`src/rtl/driver_cntrl_pkg.sv`:
```
// Shared register offsets, control/status bit positions and program FSM states.
// Latency: n/a (declarations only). Backpressure: n/a.
package driver_cntrl_pkg;

  localparam logic [31:0] REG_ADDR     = 32'h0000_0000;
  localparam logic [31:0] REG_CTRL     = 32'h0000_0004;
  localparam logic [31:0] REG_IRQ_EN   = 32'h0000_0008;
  localparam logic [31:0] REG_STATUS   = 32'h0000_0100;
  localparam logic [31:0] REG_ADDR_CYC = 32'h0000_0104;
  localparam logic [31:0] REG_ADDR_LVL = 32'h0000_0108;
  localparam logic [31:0] REG_VCTR_CYC = 32'h0000_010C;
  localparam logic [31:0] REG_VCTR_LVL = 32'h0000_0110;

  localparam int CTRL_RUN      = 0;
  localparam int CTRL_END      = 1;
  localparam int CTRL_ABORT    = 2;
  localparam int CTRL_FRZ_ADDR = 3;
  localparam int CTRL_FRZ_VCTR = 4;
  localparam int CTRL_CONSEC   = 7;
  localparam int CTRL_CNT_LSB  = 8;

  localparam int ST_ACTIVE  = 0;
  localparam int ST_BUSY    = 1;
  localparam int ST_DROP    = 2;
  localparam int ST_DONE    = 3;
  localparam int ST_REM_LSB = 8;

  typedef enum logic {
    PROG_IDLE   = 1'b0,
    PROG_ACTIVE = 1'b1
  } prog_state_e;

  typedef struct packed {
    logic [7:0] consec_count;
    logic       send_consec;
    logic       freeze_vctr;
    logic       freeze_addr;
  } ctrl_t;

  // A zero consec_count still sends the addressed word itself.
  function automatic logic [7:0] burst_len(input logic send_consec, input logic [7:0] cnt);
    if (!send_consec || cnt == 8'd0) return 8'd1;
    return cnt;
  endfunction

endpackage

```
`src/rtl/driver_cntrl_burst_if.sv`:
```
// Host slave register bus: one-cycle rd/wr strobes, registered read data with valid.
// Latency: read data 1 cycle after slave_rd. Backpressure: none, every access completes.
interface driver_cntrl_burst_if;
  logic [31:0] slave_addr;
  logic        slave_rd;
  logic        slave_wr;
  logic [31:0] slave_data_in;
  logic [31:0] slave_data_out;
  logic        slave_rd_valid;

  modport master (
    output slave_addr, slave_rd, slave_wr, slave_data_in,
    input  slave_data_out, slave_rd_valid
  );

  modport slave (
    input  slave_addr, slave_rd, slave_wr, slave_data_in,
    output slave_data_out, slave_rd_valid
  );
endinterface

```
`src/rtl/driver_addr_burst.sv`:
```
// Address burst engine: loads base/count, pushes base + n*STRIDE one word per cycle.
// Latency: first word 1 cycle after start. Backpressure: stalls on full or freeze, abort flushes.
module driver_addr_burst #(
  parameter logic [31:0] STRIDE = 32'd4
) (
  input  logic        clk,
  input  logic        reset,
  input  logic        start,
  input  logic [31:0] base,
  input  logic [7:0]  count,
  input  logic        full,
  input  logic        freeze,
  input  logic        abort,
  output logic        wr,
  output logic [31:0] din,
  output logic        busy,
  output logic [7:0]  remaining
);

  logic [31:0] next_addr_q;
  logic [7:0]  rem_q;

  assign busy      = (rem_q != 8'd0);
  // Abort suppresses the push in its own cycle so no word escapes after the command.
  assign wr        = busy && !full && !freeze && !abort;
  assign din       = next_addr_q;
  assign remaining = rem_q;

  always_ff @(posedge clk or negedge reset) begin
    if (!reset) begin
      next_addr_q <= '0;
      rem_q       <= '0;
    end else if (abort) begin
      rem_q <= '0;
    end else if (start && !busy) begin
      next_addr_q <= base;
      rem_q       <= count;
    end else if (wr) begin
      next_addr_q <= next_addr_q + STRIDE;
      rem_q       <= rem_q - 8'd1;
    end
  end

endmodule

```
`src/rtl/driver_cntrl_burst.sv`:
```
// Driver control/status: register map, addr-FIFO burst feeder, run/end/abort FSM, monitor readback; DRV_CNTRL_IRQ_EN adds irq.
// Latency: read data, command pulses and first burst word all 1 cycle after the access.
// Backpressure: burst stalls on addr_fifo_full/freeze without loss; pushes while busy are dropped.
module driver_cntrl_burst
  import driver_cntrl_pkg::*;
#(
  parameter int          NUM_MON       = 16,
  parameter int          CNT_W         = 16,
  parameter logic [31:0] ADDR_STRIDE   = 32'd4,
  parameter logic [31:0] ADDR_MON_BASE = 32'h0001_1000,
  parameter logic [31:0] VCTR_MON_BASE = 32'h0001_2000
) (
  input  logic                     clk,
  input  logic                     reset,
  driver_cntrl_burst_if.slave      bus,
  input  logic [CNT_W-1:0]         addr_cycle_cnt,
  input  logic [CNT_W-1:0]         vctr_cycle_cnt,
  input  logic [CNT_W-1:0]         words_in_addr_fifo,
  input  logic [CNT_W-1:0]         words_in_vctr_fifo,
  input  logic [NUM_MON*CNT_W-1:0] addr_mon_cnts,
  input  logic [NUM_MON*CNT_W-1:0] vctr_mon_cnts,
  input  logic                     addr_fifo_full,
  output logic [31:0]              addr_fifo_din,
  output logic                     addr_fifo_wr,
  output logic                     run_program,
  output logic                     end_program,
  output logic                     abort_program,
  output logic                     active_program,
  output logic                     freeze_addr_fifo,
  output logic                     freeze_vector_fifo,
  output logic                     irq
);

  ctrl_t       ctrl_q;
  logic        run_q, end_q, abort_q;
  prog_state_e state_q, state_d;
  logic        drop_err_q, prog_done_q;
  logic [31:0] last_push_q;
  logic [31:0] rd_data_q;
  logic        rd_valid_q;

  logic        burst_wr, burst_busy;
  logic [31:0] burst_din;
  logic [7:0]  burst_rem, burst_k;
  logic [31:0] wdat, rd_mux, ctrl_rd, status, irq_en_rd, addr_off, vctr_off;
  logic        wr_push, wr_ctrl, wr_status;

  assign wdat      = bus.slave_data_in;
  assign wr_push   = bus.slave_wr && (bus.slave_addr == REG_ADDR);
  assign wr_ctrl   = bus.slave_wr && (bus.slave_addr == REG_CTRL);
  assign wr_status = bus.slave_wr && (bus.slave_addr == REG_STATUS);
  assign burst_k   = burst_len(ctrl_q.send_consec, ctrl_q.consec_count);

  driver_addr_burst #(.STRIDE(ADDR_STRIDE)) u_burst (
    .clk       (clk),
    .reset     (reset),
    .start     (wr_push),
    .base      (wdat),
    .count     (burst_k),
    .full      (addr_fifo_full),
    .freeze    (ctrl_q.freeze_addr),
    .abort     (abort_q),
    .wr        (burst_wr),
    .din       (burst_din),
    .busy      (burst_busy),
    .remaining (burst_rem)
  );

  // Command bits decode to at most one pulse: abort beats end beats run.
  always_ff @(posedge clk or negedge reset) begin
    if (!reset) begin
      ctrl_q  <= '0;
      run_q   <= 1'b0;
      end_q   <= 1'b0;
      abort_q <= 1'b0;
    end else begin
      run_q   <= wr_ctrl && wdat[CTRL_RUN] && !wdat[CTRL_END] && !wdat[CTRL_ABORT];
      end_q   <= wr_ctrl && wdat[CTRL_END] && !wdat[CTRL_ABORT];
      abort_q <= wr_ctrl && wdat[CTRL_ABORT];
      if (wr_ctrl) begin
        ctrl_q.freeze_addr  <= wdat[CTRL_FRZ_ADDR];
        ctrl_q.freeze_vctr  <= wdat[CTRL_FRZ_VCTR];
        ctrl_q.send_consec  <= wdat[CTRL_CONSEC];
        ctrl_q.consec_count <= wdat[CTRL_CNT_LSB +: 8];
      end
    end
  end

  always_ff @(posedge clk or negedge reset) begin
    if (!reset) state_q <= PROG_IDLE;
    else        state_q <= state_d;
  end

  always_comb begin
    state_d = state_q;
    case (state_q)
      PROG_IDLE:   if (run_q)            state_d = PROG_ACTIVE;
      PROG_ACTIVE: if (end_q || abort_q) state_d = PROG_IDLE;
      default:                           state_d = PROG_IDLE;
    endcase
  end

  // Sticky flags: a new event wins over a simultaneous write-1-to-clear.
  always_ff @(posedge clk or negedge reset) begin
    if (!reset) begin
      drop_err_q  <= 1'b0;
      prog_done_q <= 1'b0;
      last_push_q <= '0;
    end else begin
      drop_err_q  <= (wr_push && burst_busy) || (drop_err_q && !(wr_status && wdat[ST_DROP]));
      prog_done_q <= end_q || abort_q || (prog_done_q && !(wr_status && wdat[ST_DONE]));
      if (burst_wr) last_push_q <= burst_din;
    end
  end

`ifdef DRV_CNTRL_IRQ_EN
  logic       wr_irq_en;
  logic [1:0] irq_en_q;
  logic       irq_q;

  assign wr_irq_en = bus.slave_wr && (bus.slave_addr == REG_IRQ_EN);

  always_ff @(posedge clk or negedge reset) begin
    if (!reset) begin
      irq_en_q <= '0;
      irq_q    <= 1'b0;
    end else begin
      if (wr_irq_en) irq_en_q <= wdat[1:0];
      irq_q <= |({prog_done_q, drop_err_q} & irq_en_q);
    end
  end

  assign irq       = irq_q;
  assign irq_en_rd = {30'b0, irq_en_q};
`else
  assign irq       = 1'b0;
  assign irq_en_rd = '0;
`endif

  always_comb begin
    ctrl_rd                       = '0;
    ctrl_rd[CTRL_FRZ_ADDR]        = ctrl_q.freeze_addr;
    ctrl_rd[CTRL_FRZ_VCTR]        = ctrl_q.freeze_vctr;
    ctrl_rd[CTRL_CONSEC]          = ctrl_q.send_consec;
    ctrl_rd[CTRL_CNT_LSB +: 8]    = ctrl_q.consec_count;
    status                        = '0;
    status[ST_ACTIVE]             = (state_q == PROG_ACTIVE);
    status[ST_BUSY]               = burst_busy;
    status[ST_DROP]               = drop_err_q;
    status[ST_DONE]               = prog_done_q;
    status[ST_REM_LSB +: 8]       = burst_rem;
  end

  assign addr_off = bus.slave_addr - ADDR_MON_BASE;
  assign vctr_off = bus.slave_addr - VCTR_MON_BASE;

  always_comb begin
    rd_mux = '0;
    case (bus.slave_addr)
      REG_ADDR:     rd_mux = last_push_q;
      REG_CTRL:     rd_mux = ctrl_rd;
      REG_IRQ_EN:   rd_mux = irq_en_rd;
      REG_STATUS:   rd_mux = status;
      REG_ADDR_CYC: rd_mux = 32'(addr_cycle_cnt);
      REG_ADDR_LVL: rd_mux = 32'(words_in_addr_fifo);
      REG_VCTR_CYC: rd_mux = 32'(vctr_cycle_cnt);
      REG_VCTR_LVL: rd_mux = 32'(words_in_vctr_fifo);
      default:      rd_mux = '0;
    endcase
    for (int i = 0; i < NUM_MON; i++) begin
      if (addr_off == 32'(4 * i)) rd_mux = 32'(addr_mon_cnts[i*CNT_W +: CNT_W]);
      if (vctr_off == 32'(4 * i)) rd_mux = 32'(vctr_mon_cnts[i*CNT_W +: CNT_W]);
    end
  end

  always_ff @(posedge clk or negedge reset) begin
    if (!reset) begin
      rd_valid_q <= 1'b0;
      rd_data_q  <= '0;
    end else begin
      rd_valid_q <= bus.slave_rd;
      rd_data_q  <= bus.slave_rd ? rd_mux : 32'h0;
    end
  end

  assign bus.slave_data_out = rd_data_q;
  assign bus.slave_rd_valid = rd_valid_q;

  assign addr_fifo_wr       = burst_wr;
  assign addr_fifo_din      = burst_din;
  assign run_program        = run_q;
  assign end_program        = end_q;
  assign abort_program      = abort_q;
  assign active_program     = (state_q == PROG_ACTIVE);
  assign freeze_addr_fifo   = ctrl_q.freeze_addr;
  assign freeze_vector_fifo = ctrl_q.freeze_vctr;

endmodule

```
`src/flat_wrapper.sv`:
```
// flat-port wrapper written by rule: the top's interface ports become plain ports
module driver_cntrl_burst_flat import driver_cntrl_pkg::*;
#(
  parameter int          NUM_MON       = 16,
  parameter int          CNT_W         = 16,
  parameter logic [31:0] ADDR_STRIDE   = 32'd4,
  parameter logic [31:0] ADDR_MON_BASE = 32'h0001_1000,
  parameter logic [31:0] VCTR_MON_BASE = 32'h0001_2000
)
  (clk, reset, addr_cycle_cnt, vctr_cycle_cnt, words_in_addr_fifo, words_in_vctr_fifo, addr_mon_cnts, vctr_mon_cnts, addr_fifo_full, addr_fifo_din, addr_fifo_wr, run_program, end_program, abort_program, active_program, freeze_addr_fifo, freeze_vector_fifo, irq, bus_slave_addr, bus_slave_rd, bus_slave_wr, bus_slave_data_in, bus_slave_data_out, bus_slave_rd_valid);
  driver_cntrl_burst_if bus_i ();
  input  logic clk;
  input  logic reset;
  input  logic [CNT_W-1:0] addr_cycle_cnt;
  input  logic [CNT_W-1:0] vctr_cycle_cnt;
  input  logic [CNT_W-1:0] words_in_addr_fifo;
  input  logic [CNT_W-1:0] words_in_vctr_fifo;
  input  logic [NUM_MON*CNT_W-1:0] addr_mon_cnts;
  input  logic [NUM_MON*CNT_W-1:0] vctr_mon_cnts;
  input  logic addr_fifo_full;
  output logic [31:0] addr_fifo_din;
  output logic addr_fifo_wr;
  output logic run_program;
  output logic end_program;
  output logic abort_program;
  output logic active_program;
  output logic freeze_addr_fifo;
  output logic freeze_vector_fifo;
  output logic irq;
  input wire logic [$bits(bus_i.slave_addr)-1:0] bus_slave_addr;
  input wire logic [$bits(bus_i.slave_rd)-1:0] bus_slave_rd;
  input wire logic [$bits(bus_i.slave_wr)-1:0] bus_slave_wr;
  input wire logic [$bits(bus_i.slave_data_in)-1:0] bus_slave_data_in;
  output wire logic [$bits(bus_i.slave_data_out)-1:0] bus_slave_data_out;
  output wire logic [$bits(bus_i.slave_rd_valid)-1:0] bus_slave_rd_valid;
  assign bus_i.slave_addr = bus_slave_addr;
  assign bus_i.slave_rd = bus_slave_rd;
  assign bus_i.slave_wr = bus_slave_wr;
  assign bus_i.slave_data_in = bus_slave_data_in;
  assign bus_slave_data_out = bus_i.slave_data_out;
  assign bus_slave_rd_valid = bus_i.slave_rd_valid;
  driver_cntrl_burst #(.NUM_MON(NUM_MON), .CNT_W(CNT_W), .ADDR_STRIDE(ADDR_STRIDE), .ADDR_MON_BASE(ADDR_MON_BASE), .VCTR_MON_BASE(VCTR_MON_BASE)) u_core (.clk(clk), .reset(reset), .bus(bus_i), .addr_cycle_cnt(addr_cycle_cnt), .vctr_cycle_cnt(vctr_cycle_cnt), .words_in_addr_fifo(words_in_addr_fifo), .words_in_vctr_fifo(words_in_vctr_fifo), .addr_mon_cnts(addr_mon_cnts), .vctr_mon_cnts(vctr_mon_cnts), .addr_fifo_full(addr_fifo_full), .addr_fifo_din(addr_fifo_din), .addr_fifo_wr(addr_fifo_wr), .run_program(run_program), .end_program(end_program), .abort_program(abort_program), .active_program(active_program), .freeze_addr_fifo(freeze_addr_fifo), .freeze_vector_fifo(freeze_vector_fifo), .irq(irq));
endmodule
```
`config.mk`:
```
export PLATFORM = sky130hd
export DESIGN_NAME = driver_cntrl_burst_flat
export DESIGN_NICKNAME = d
export VERILOG_FILES = /design/src/rtl/driver_cntrl_pkg.sv /design/src/rtl/driver_cntrl_burst_if.sv /design/src/rtl/driver_addr_burst.sv /design/src/rtl/driver_cntrl_burst.sv /design/src/flat_wrapper.sv
export SDC_FILE = /design/constraint.sdc
export NUM_CORES = 1
export LEC_CHECK = 0
export CORE_AREA = 2 2 278 280
export CTS_CLUSTER_DIAMETER = 60
export DETAILED_ROUTE_END_ITERATION = 8
export DIE_AREA = 0 0 280 282
export GPL_ROUTABILITY_DRIVEN = 0
export RECOVER_POWER = 25
export SYNTH_ARGS = -nofsm -noshare
export SYNTH_HDL_FRONTEND = slang
export SYNTH_SLANG_ARGS = --single-unit
```
`constraint.sdc`:
```
create_clock -name clk -period 4.1 [get_ports clk]
set_clock_uncertainty 0.05 [all_clocks]
set_input_delay 0.41 -clock clk [delete_from_list [all_inputs] [get_ports clk]]
set_output_delay 0.41 -clock clk [all_outputs]
set_load 0.05 [all_outputs]
```
### After elaboration in Yosys (flattened, before gate mapping)

Cells that the tools add are included.

| storage, ports and cells | value |
|---|---|
| bits in registers | 122 |
| output and inout bits | 73 |
| logic and storage cells | 141 |

| operators by class | value |
|---|---|
| $add $sub $neg | 4 |
| equality and inequality tests | 36 |
| mux-type cells | 45 |
| bitwise logic cells | 2 |
| reductions and logical operators | 39 |

Operators with widths:

| cell | count |
|---|---|
| 2-to-1 mux 32 bit | 35 |
| == test 32 x 6 -> 1 bit, second input constant | 16 |
| == test 32 x 5 -> 1 bit, second input constant | 8 |
| one-hot mux 32 bit (7 select lines) | 1 |
| == test 32 x 9 -> 1 bit, second input constant | 5 |
| == test 32 x 4 -> 1 bit, second input constant | 4 |
| == test 32 x 3 -> 1 bit, second input constant | 3 |
| zero test 32 bit | 3 |
| subtractor 32 x 17 -> 32 bit, second input constant | 2 |
| 2-to-1 mux 8 bit | 5 |
| adder 32 x 3 -> 32 bit, second input constant | 1 |
| logical AND 1 bit | 18 |
| zero test 1 bit | 9 |
| zero test 8 bit | 1 |
| nonzero test 8 bit | 1 |
| subtractor 8 x 1 -> 8 bit, second input constant | 1 |
| logical OR 1 bit | 4 |
| 2-to-1 mux 1 bit | 3 |
| nonzero test 3 bit | 1 |
| inverter 1 bit | 2 |
| one-hot mux 1 bit (2 select lines) | 1 |
| AND reduction 2 bit | 1 |
| nonzero test 2 bit | 1 |

### Logic depth before layout (Yosys ltp)

Gate-level depths: netlist (run 1).

| depth | value |
|---|---|
| depth in word-level cells | 35 |
| gate-level depth with buffers | 18 |
| depth with buffers taken out | 13 |

### Modules after synthesis

A second synthesis (run 1) with hierarchy kept.

| unflattened totals | value |
|---|---|
| cells, all modules | 1,642 |
| area total of the unflattened synthesis | 12,310.6 um^2 |

By module, submodules not included:

| module | times used | cells an instance | area each (um^2) | seq. area each (um^2) |
|---|---|---|---|---|
| driver_cntrl_burst | 1 | 1,342 | 9,734.3 | 2,052.0 |
| driver_addr_burst | 1 | 300 | 2,576.2 | 1,001.0 |

### Least setup slack after synthesis (run 1)

OpenSTA, ideal clock, no wires.

| timing path | value |
|---|---|
| path type | input port to flip-flop |
| from | input bus_slave_addr[13] |
| to | register u_core.rd_data_q[7] (netlist: u_core.bus.slave_data_out[7]) |
| setup time | 0.126 ns |
| arrival time | 3.760 ns |
| required time | 3.924 ns |
| setup slack | 0.165 ns |
| cell stages on the path | 16 |
| path buffers | 3 |
| cells stage by stage | buf_6 inv_1 ha_1 or3b_1 a2111o_1 a21oi_1 o2111ai_2 or3_1 buf_4 buf_6 or3_1 mux2i_1 o21ai_1 a221o_1 a221oi_2 o21ai_1 |

| on the way | value |
|---|---|
| cells in the longest elaborated chain, start to end | 35 |
| elaborated cells on any way between the ends | 75 |
| classes of those cells | 2 x add/sub; 36 x eq/ne; 34 x mux; 3 x reduce/logical |

Ends and longest elaborated chain:

| element | RTL line | RTL |
|---|---|---|
| from (decl) | flat_wrapper.sv:30 | `input wire logic [$bits(bus_i.slave_addr)-1:0] bus_slave_addr;` |
| subtractor 32 x 17 -> 32 bit (tied with other cells) | driver_cntrl_burst.sv:154 | `assign addr_off = bus.slave_addr - ADDR_MON_BASE;` |
| zero test 32 bit / one-hot mux 32 bit (7 select lines) (equally long branches) | driver_cntrl_burst.sv:171, driver_cntrl_burst.sv:159 |  |
| 2-to-1 mux 32 bit | driver_cntrl_burst.sv:171 | `if (addr_off == 32'(4 * i)) rd_mux = 32'(addr_mon_cnts[i*CNT_W +: CNT_W]);` |
| 2-to-1 mux 32 bit | driver_cntrl_burst.sv:172 | `if (vctr_off == 32'(4 * i)) rd_mux = 32'(vctr_mon_cnts[i*CNT_W +: CNT_W]);` |
| 2-to-1 mux 32 bit | driver_cntrl_burst.sv:171 |  |
| 2-to-1 mux 32 bit | driver_cntrl_burst.sv:172 |  |
| 2-to-1 mux 32 bit | driver_cntrl_burst.sv:171 |  |
| 2-to-1 mux 32 bit | driver_cntrl_burst.sv:172 |  |
| [... 19 more ...] | - |  |
| 2-to-1 mux 32 bit | driver_cntrl_burst.sv:172 |  |
| 2-to-1 mux 32 bit | driver_cntrl_burst.sv:171 |  |
| 2-to-1 mux 32 bit | driver_cntrl_burst.sv:172 |  |
| 2-to-1 mux 32 bit | driver_cntrl_burst.sv:171 |  |
| 2-to-1 mux 32 bit | driver_cntrl_burst.sv:172 |  |
| 2-to-1 mux 32 bit | driver_cntrl_burst.sv:171 |  |
| 2-to-1 mux 32 bit (*) | driver_cntrl_burst.sv:172 |  |
| 2-to-1 mux 32 bit (*) | driver_cntrl_burst.sv:182 | `rd_data_q <= bus.slave_rd ? rd_mux : 32'h0;` |
| to (signal assigned) | driver_cntrl_burst.sv:182 |  |
| to (decl) | driver_cntrl_burst.sv:39 | `logic [31:0] rd_data_q;` |

Every way passes the cells marked *; elsewhere a longest branch is shown, timed or not.
A chain may end at the register's enable or synchronous reset.

### Worst setup path after layout (run 1)

| timing path | value |
|---|---|
| from | input bus_slave_addr[19] |
| to | register u_core.rd_data_q[0] (netlist: u_core.bus.slave_data_out[0]) |

The elaborated chain is that of the path after synthesis.

==> impl_metrics.ini, run 1 <==
[sta]
setup_viol = 1
fin_crit_ns = 4.11
final_max_slew_viol_count = 74
slew_headroom_pct = -27.2
rsz0062_at_grt = true
hold_violations = 0
worst_pin_slew_ns = 1.91
finalCritPeriodShare_pct = 100
fin_ws_ns = -0.00679
timing.fmax_mhz = 243

[hold_path]
min_to = u_core.drop_err_q$_DFF_PN0_
min-delay-start = u_core.drop_err_q$_DFF_PN0_
min_path_type = reg2reg
hold_depth = 2

[cells_and_area]
syn2layout_area_growth_pct = 111
drive_above_1_share_pct = 24.8
num-fill-cells = 7967
final_common_cell = clkdlybuf4s50_1
fin_area_um2 = 24800
mostFrequentLayoutCells = clkdlybuf4s50_1 (705), buf_4 (395), nor2_1 (142)
finalNetCount = 3237

[pwr]
ir_worst_vdd_v = 0.000404
p_leak_nw = 9.41
design_power_total_mw = 4.95
power_density_nw_per_um2 = 200

[route]
drt-initial-drc-count = 2493
drc = 0
drt-pass1-iter-count = 7
via_per_inst = 5.41
wl_per_cell_um = 30.7
ant_nets = 0
wl_um = 111000
vias = 19500

[clock_network]
cts_tree = yes
cts_buffer_depth = 2
clkSlewWorstSetupHoldPaths_ns = 0.09
clk_latency_ns = 0.46
clock-sinks = 122
htree_num_levels = 4
cts_made_buffers = 17
cts_root_buf = clkbuf_16

[yosys]
yosys_warnings = 0
synth_edf_count = 0
synth_ff_type = dfrtp_1
syn_inst = 1533
synth_seq_cells = 122
ys_top_cells_by_area = dfrtp_1 (26%), a21oi_1 (6.2%), nor2_1 (4.9%), mux2_2 (4.8%), nand2_1 (4.5%)
synthesis.nets = 2182
yosysTopAreaCell = dfrtp_1
seq_area_frac_synth_pct = 26.0
syn_area_um2 = 11700
syn_avg_cell_area_um2 = 7.66
synth_top_area_share_pct = 26.0
async_flop_share_pct = 100
ys_types = 89

[die]
num_rows = 101
core_area_um2 = 75700
start_util_pct = 15.5
die_y_um = 282
ios = 718
die-area_um2 = 79000
die_x_um = 280

[grt]
grt-ovfl-total = 0
grt_max_degree = 74
grtUsageTotal_pct = 26.6
grt_first_pass_wirelength_um = 149000
antenna_found_initial = 58
grt_pass1_vias = 19100

[placement]
dpl_cell_area_um2 = 23400
dp.final_hpwl_um = 93600
port_buffers = 716

[flow_run]
cap_violations = 1

[worst_setup_path]
end_kind = flip-flop
cp-start-kind = input port
rr_endpoint = u_core.bus.slave_data_out[1]$_DFF_PN0_
worstPathRequired_ns = 4.39
arrival_ns = 4.40
reg2reg_slack_ns = 0.05
reg2reg_depth = 13
worst-setup-path-type = in2reg
r2r-start = u_core.u_burst.remaining[6]$_DFFE_PN0P_
crit_path_max_fanout = 9

[outcome]
status = finished, violations left
violations = capacitance limit, slew limit, setup timing
==> critical path: stages <==
cell             delay [ns]
clkdlybuf4s50_1        0.47
or3_4                  0.45
a211o_1                0.33
buf_6                  0.14
o31ai_4                0.27
nand3_4                0.10
buf_4                  0.15
buf_4                  0.14
nor3_4                 0.25
buf_12                 0.16
buf_12                 0.14
buf_4                  0.18
nand2_1                0.10
buf_12                 0.16
nor2_2                 0.14
o21ai_2                0.10
buf_4                  0.17
a2111oi_4              0.42
o41ai_2                0.10
==> cell families after synthesis <==
| family | Yosys count | share of synthesized area (%) |
|---|---|---|
| xor gates and xnor gates | 8 | 0.596 |
| other | 1 | 0.0319 |
| muxes | 58 | 5.47 |
| DFF | 122 | 26.0 |
| AOI/OAI and AO/OA | 668 | 40.6 |
| adders and majority gates | 4 | 0.426 |
| buffers and inverters | 130 | 4.60 |
| and+or+nand+nor | 542 | 22.3 |
==> cells in the mapped netlist, drive strengths merged (8+ instances only) <==
master	count
o2111ai	12
o21ai	100
a21oi	147
a222oi	31
o2bb2ai	8
o31ai	8
a211oi	12
mux2	50
and3	33
nor3	53
inv	13
clkbuf	86
or4	14
a221oi	30
nor2	158
o221ai	43
or3	12
nand3	61
nand2	142
a22oi	50
buf	31
mux2i	8
o32ai	15
a221o	16
dfrtp	122
a2111oi	13
o22ai	67
o22a	8
nand4	11
a22o	19
nor4	17
o211ai	16
a31oi	18
==> final cells by class <==
class	instances	area [um^2]	area share, %
repair buffers	1153	10900	44.1
clock inverters	13	169	0.682
clock buffers	18	429	1.73
diodes	29	72.6	0.293
inverters	13	48.8	0.197
flip-flops and latches	122	3050	12.3
multi-input cells	1281	8860	35.8
well taps	978	1220	4.94
==> registers in the layout, summed over array words and instances, names as in the netlist <==
register	count
u_core.u_burst.remaining	8
u_core.ctrl_q	9
u_core.u_burst.din	32
u_core.abort_program	1
u_core.freeze_vector_fifo	1
u_core.end_program	1
u_core.drop_err_q	1
u_core.active_program	1
u_core.bus.slave_data_out	32
u_core.bus.slave_rd_valid	1
u_core.prog_done_q	1
u_core.run_program	1
u_core.freeze_addr_fifo	1
u_core.last_push_q	32
==> repair_timing <==
action	4_1_cts	5_1_grt
pin swaps	16	30
cloned	1	1
endpoints found under the hold margin	71	0
buffers inserted	7	4
gates resized for setup	65	62
endpoints found under the setup margin	16	16
hold buffers	1	0
==> routing by layer <==
metal	part of all wire, %	GRT usage, %	vias to the layer above
li1	-	-	8329
met1	38	32.5	9275
met2	44	41.5	1526
met3	13	10.1	324
met4	4.8	11.6	56
met5	0.34	0	-
==> how the worst max path moves through the flow <==
| stage | start | endpoint |
|---|---|---|
| 2_1_floorplan | bus_slave_addr[13] | u_core.bus.slave_data_out[7]$_DFF_PN0_ |
| 3_3_place_gp | bus_slave_addr[14] | u_core.bus.slave_data_out[0]$_DFF_PN0_ |
| 3_5_place_dp | bus_slave_addr[19] | u_core.bus.slave_data_out[0]$_DFF_PN0_ |
| 4_1_cts | bus_slave_addr[9] | u_core.bus.slave_data_out[0]$_DFF_PN0_ |
| 5_1_grt | bus_slave_addr[18] | u_core.bus.slave_data_out[0]$_DFF_PN0_ |
| 6_report | bus_slave_addr[19] | u_core.bus.slave_data_out[0]$_DFF_PN0_ |
==> stage by stage <==
stage | utilization [%] | TNS, ns | instances | worst slack [ns] | hold slack (ns)
6_report | 32.7 | -0.00679 | 3607 | -0.00679 | 0.438
5_1_grt | 32.7 | -0.396 | 3596 | -0.0749 | 0.464
4_1_cts | 32.2 | -0.0567 | 3575 | -0.0432 | 0.439
3_5_place_dp | 30.9 | -12.31 | 3536 | -1.45 | 0.425
3_3_place_gp | 30.9 | -11.39 | 3536 | -1.38 | 0.425
2_1_floorplan | - | 0 | 1533 | 0.165 | 0.0644
==> power by group <==
group          switching (mW)  internal (mW)
combinational           0.805          0.939
sequential              0.190           1.36
clock                   0.693          0.958
total                    1.69           3.26
Power figures use the tool's default switching activity.
==> run 2: changes to the inputs <==
CELL_PAD_IN_SITES_DETAIL_PLACEMENT = 1   (was default)
CELL_PAD_IN_SITES_GLOBAL_PLACEMENT = 1   (was default)
PLACE_DENSITY_LB_ADDON = 0.1   (was default)
==> impl_metrics.ini, run 2 (synthesized netlist as in run 1, its figures left out) <==
[worst_setup_path]
worstPathRequired_ns = 4.40
crit_path_max_fanout = 6
cp-start-kind = input port
arrival_ns = 4.43
end_kind = flip-flop
worst-setup-path-type = in2reg

[route]
ant_nets = 0
drt-initial-drc-count = 1505
drt-pass1-iter-count = 6
wl_um = 117000
wl_per_cell_um = 32.6
drc = 0
vias = 18900
via_per_inst = 5.25

[clock_network]
clk_latency_ns = 0.47
cts_tree = yes
cts_made_buffers = 17
cts_root_buf = clkbuf_16
htree_num_levels = 4
clock-sinks = 122
clkSlewWorstSetupHoldPaths_ns = 0.07
cts_buffer_depth = 2

[placement]
port_buffers = 716
dp.final_hpwl_um = 99200
dpl_cell_area_um2 = 23200
dp_worst_setup_slack_ns = -1.51

[pwr]
p_leak_nw = 9.36
design_power_total_mw = 4.84
ir_worst_vdd_v = 0.000251
power_density_nw_per_um2 = 196

[outcome]
violations = capacitance limit, slew limit, setup timing
status = finished, violations left

[die]
die-area_um2 = 79000
core_area_um2 = 75700
num_rows = 101
die_x_um = 280
start_util_pct = 15.5
die_y_um = 282
ios = 718

[cells_and_area]
syn2layout_area_growth_pct = 110
finalNetCount = 3221
drive_above_1_share_pct = 24.3
mostFrequentLayoutCells = clkdlybuf4s50_1 (708), buf_4 (374), nand2_1 (140)
final_common_cell = clkdlybuf4s50_1
fin_area_um2 = 24600

[grt]
grt_first_pass_wirelength_um = 159000
grtUsageTotal_pct = 28.5
grt_max_degree = 69
grt_pass1_vias = 19700
grt-ovfl-total = 0
antenna_found_initial = 50

[sta]
timing.fmax_mhz = 242
fin_crit_ns = 4.13
final_max_slew_viol_count = 69
worst_pin_slew_ns = 2.24
setup_viol = 1
slew_headroom_pct = -49.4
hold_violations = 0
finalCritPeriodShare_pct = 101
fin_ws_ns = -0.0277

[flow_run]
cap_violations = 1

[hold_path]
min_path_type = reg2reg
## run 2: cell types whose count changed in the layout (fill, tap and decap cells not counted), sizes merged
| cell | previous run | this run |
|---|---|---|
| buf | 432 | 417 |
| dlygate4sd2 | 5 | 0 |
| diode | 29 | 33 |
| clkdlybuf4s50 | 705 | 708 |
| clkinv | 7 | 5 |
| dlymetal6s2s | 5 | 7 |
| bufinv | 3 | 2 |
| clkbuf | 22 | 23 |
| clkinvlp | 1 | 2 |
| inv | 15 | 14 |
## run 2: worst max-delay path, cell delays in order
cell,delay (ns)
clkdlybuf4s50_1,0.44
or3_1,0.43
or3_1,0.39
buf_4,0.17
o31ai_4,0.24
nand3_2,0.13
or3_4,0.42
bufbuf_16,0.29
or3_1,0.35
mux2i_1,0.19
o21ai_2,0.11
a221o_1,0.39
a221oi_4,0.36
o21ai_1,0.09
## run 2: what timing repair did
item                       CTS  global route
resized for setup           47            84
hold buffers                 1             0
gates cloned                 1             0
pin swaps                   21            51
buffers inserted             8             6
setup endpoints to repair   14            16
hold endpoints to repair    13             0
## run 2: final timing paths
kind | from | endpoint | slack (ns) | cells past startpoint
max in group asynchronous | reset | u_core.last_push_q[4]$_DFFE_PN0P_ | 1.10 | 3
min in group asynchronous | reset | u_core.bus.slave_data_out[3]$_DFF_PN0_ | 1.18 | 2
worst max register to register | u_core.u_burst.remaining[5]$_DFFE_PN0P_ | u_core.bus.slave_data_out[1]$_DFF_PN0_ | 0.34 | 13
worst min register to register | u_core.drop_err_q$_DFF_PN0_ | u_core.drop_err_q$_DFF_PN0_ | 0.44 | 2
worst max-delay path | bus_slave_addr[25] | u_core.bus.slave_data_out[7]$_DFF_PN0_ | -0.03 | 14
worst min-delay path | u_core.drop_err_q$_DFF_PN0_ | u_core.drop_err_q$_DFF_PN0_ | 0.44 | 2
## run 2: per-layer routing
metal,wire [um],global-route usage (%),up-vias
li1,-,-,8301
met1,46100,33.6,9486
met2,57000,48.6,861
met3,9250,7.38,208
met4,4770,12.3,28
met5,171,0,-
## run 2: per-stage QoR
stage          util, %  std cells  setup TNS (ns)  hold WS (ns)
6_report          32.6       3594         -0.0277         0.444
5_1_grt           32.5       3587          -0.171         0.471
4_1_cts           31.9       3561         -0.0531         0.454
3_5_place_dp      30.7       3521          -10.99         0.439
3_3_place_gp      30.7       3521           -10.0         0.423
2_1_floorplan        -       1533               0        0.0644
## run 2: cell type report
| type | instances | area [um^2] |
|---|---|---|
| Sequential cell | 122 | 3050 |
| Fill cell | 8836 | 51100 |
| Clock buffer | 20 | 447 |
| Tap cell | 978 | 1220 |
| Multi-Input combinational cell | 1281 | 8870 |
| Antenna cell | 33 | 82.6 |
| Clock inverter | 10 | 120 |
| Timing Repair Buffer | 1137 | 10800 |
| Inverter | 13 | 48.8 |
## run 2: where the power goes
group,total (mW),leakage [nW],switching (mW),internal [mW]
Clock,1.57,0.273,0.669,0.905
Combinational,1.68,7.51,0.782,0.896
Sequential,1.58,1.57,0.221,1.36
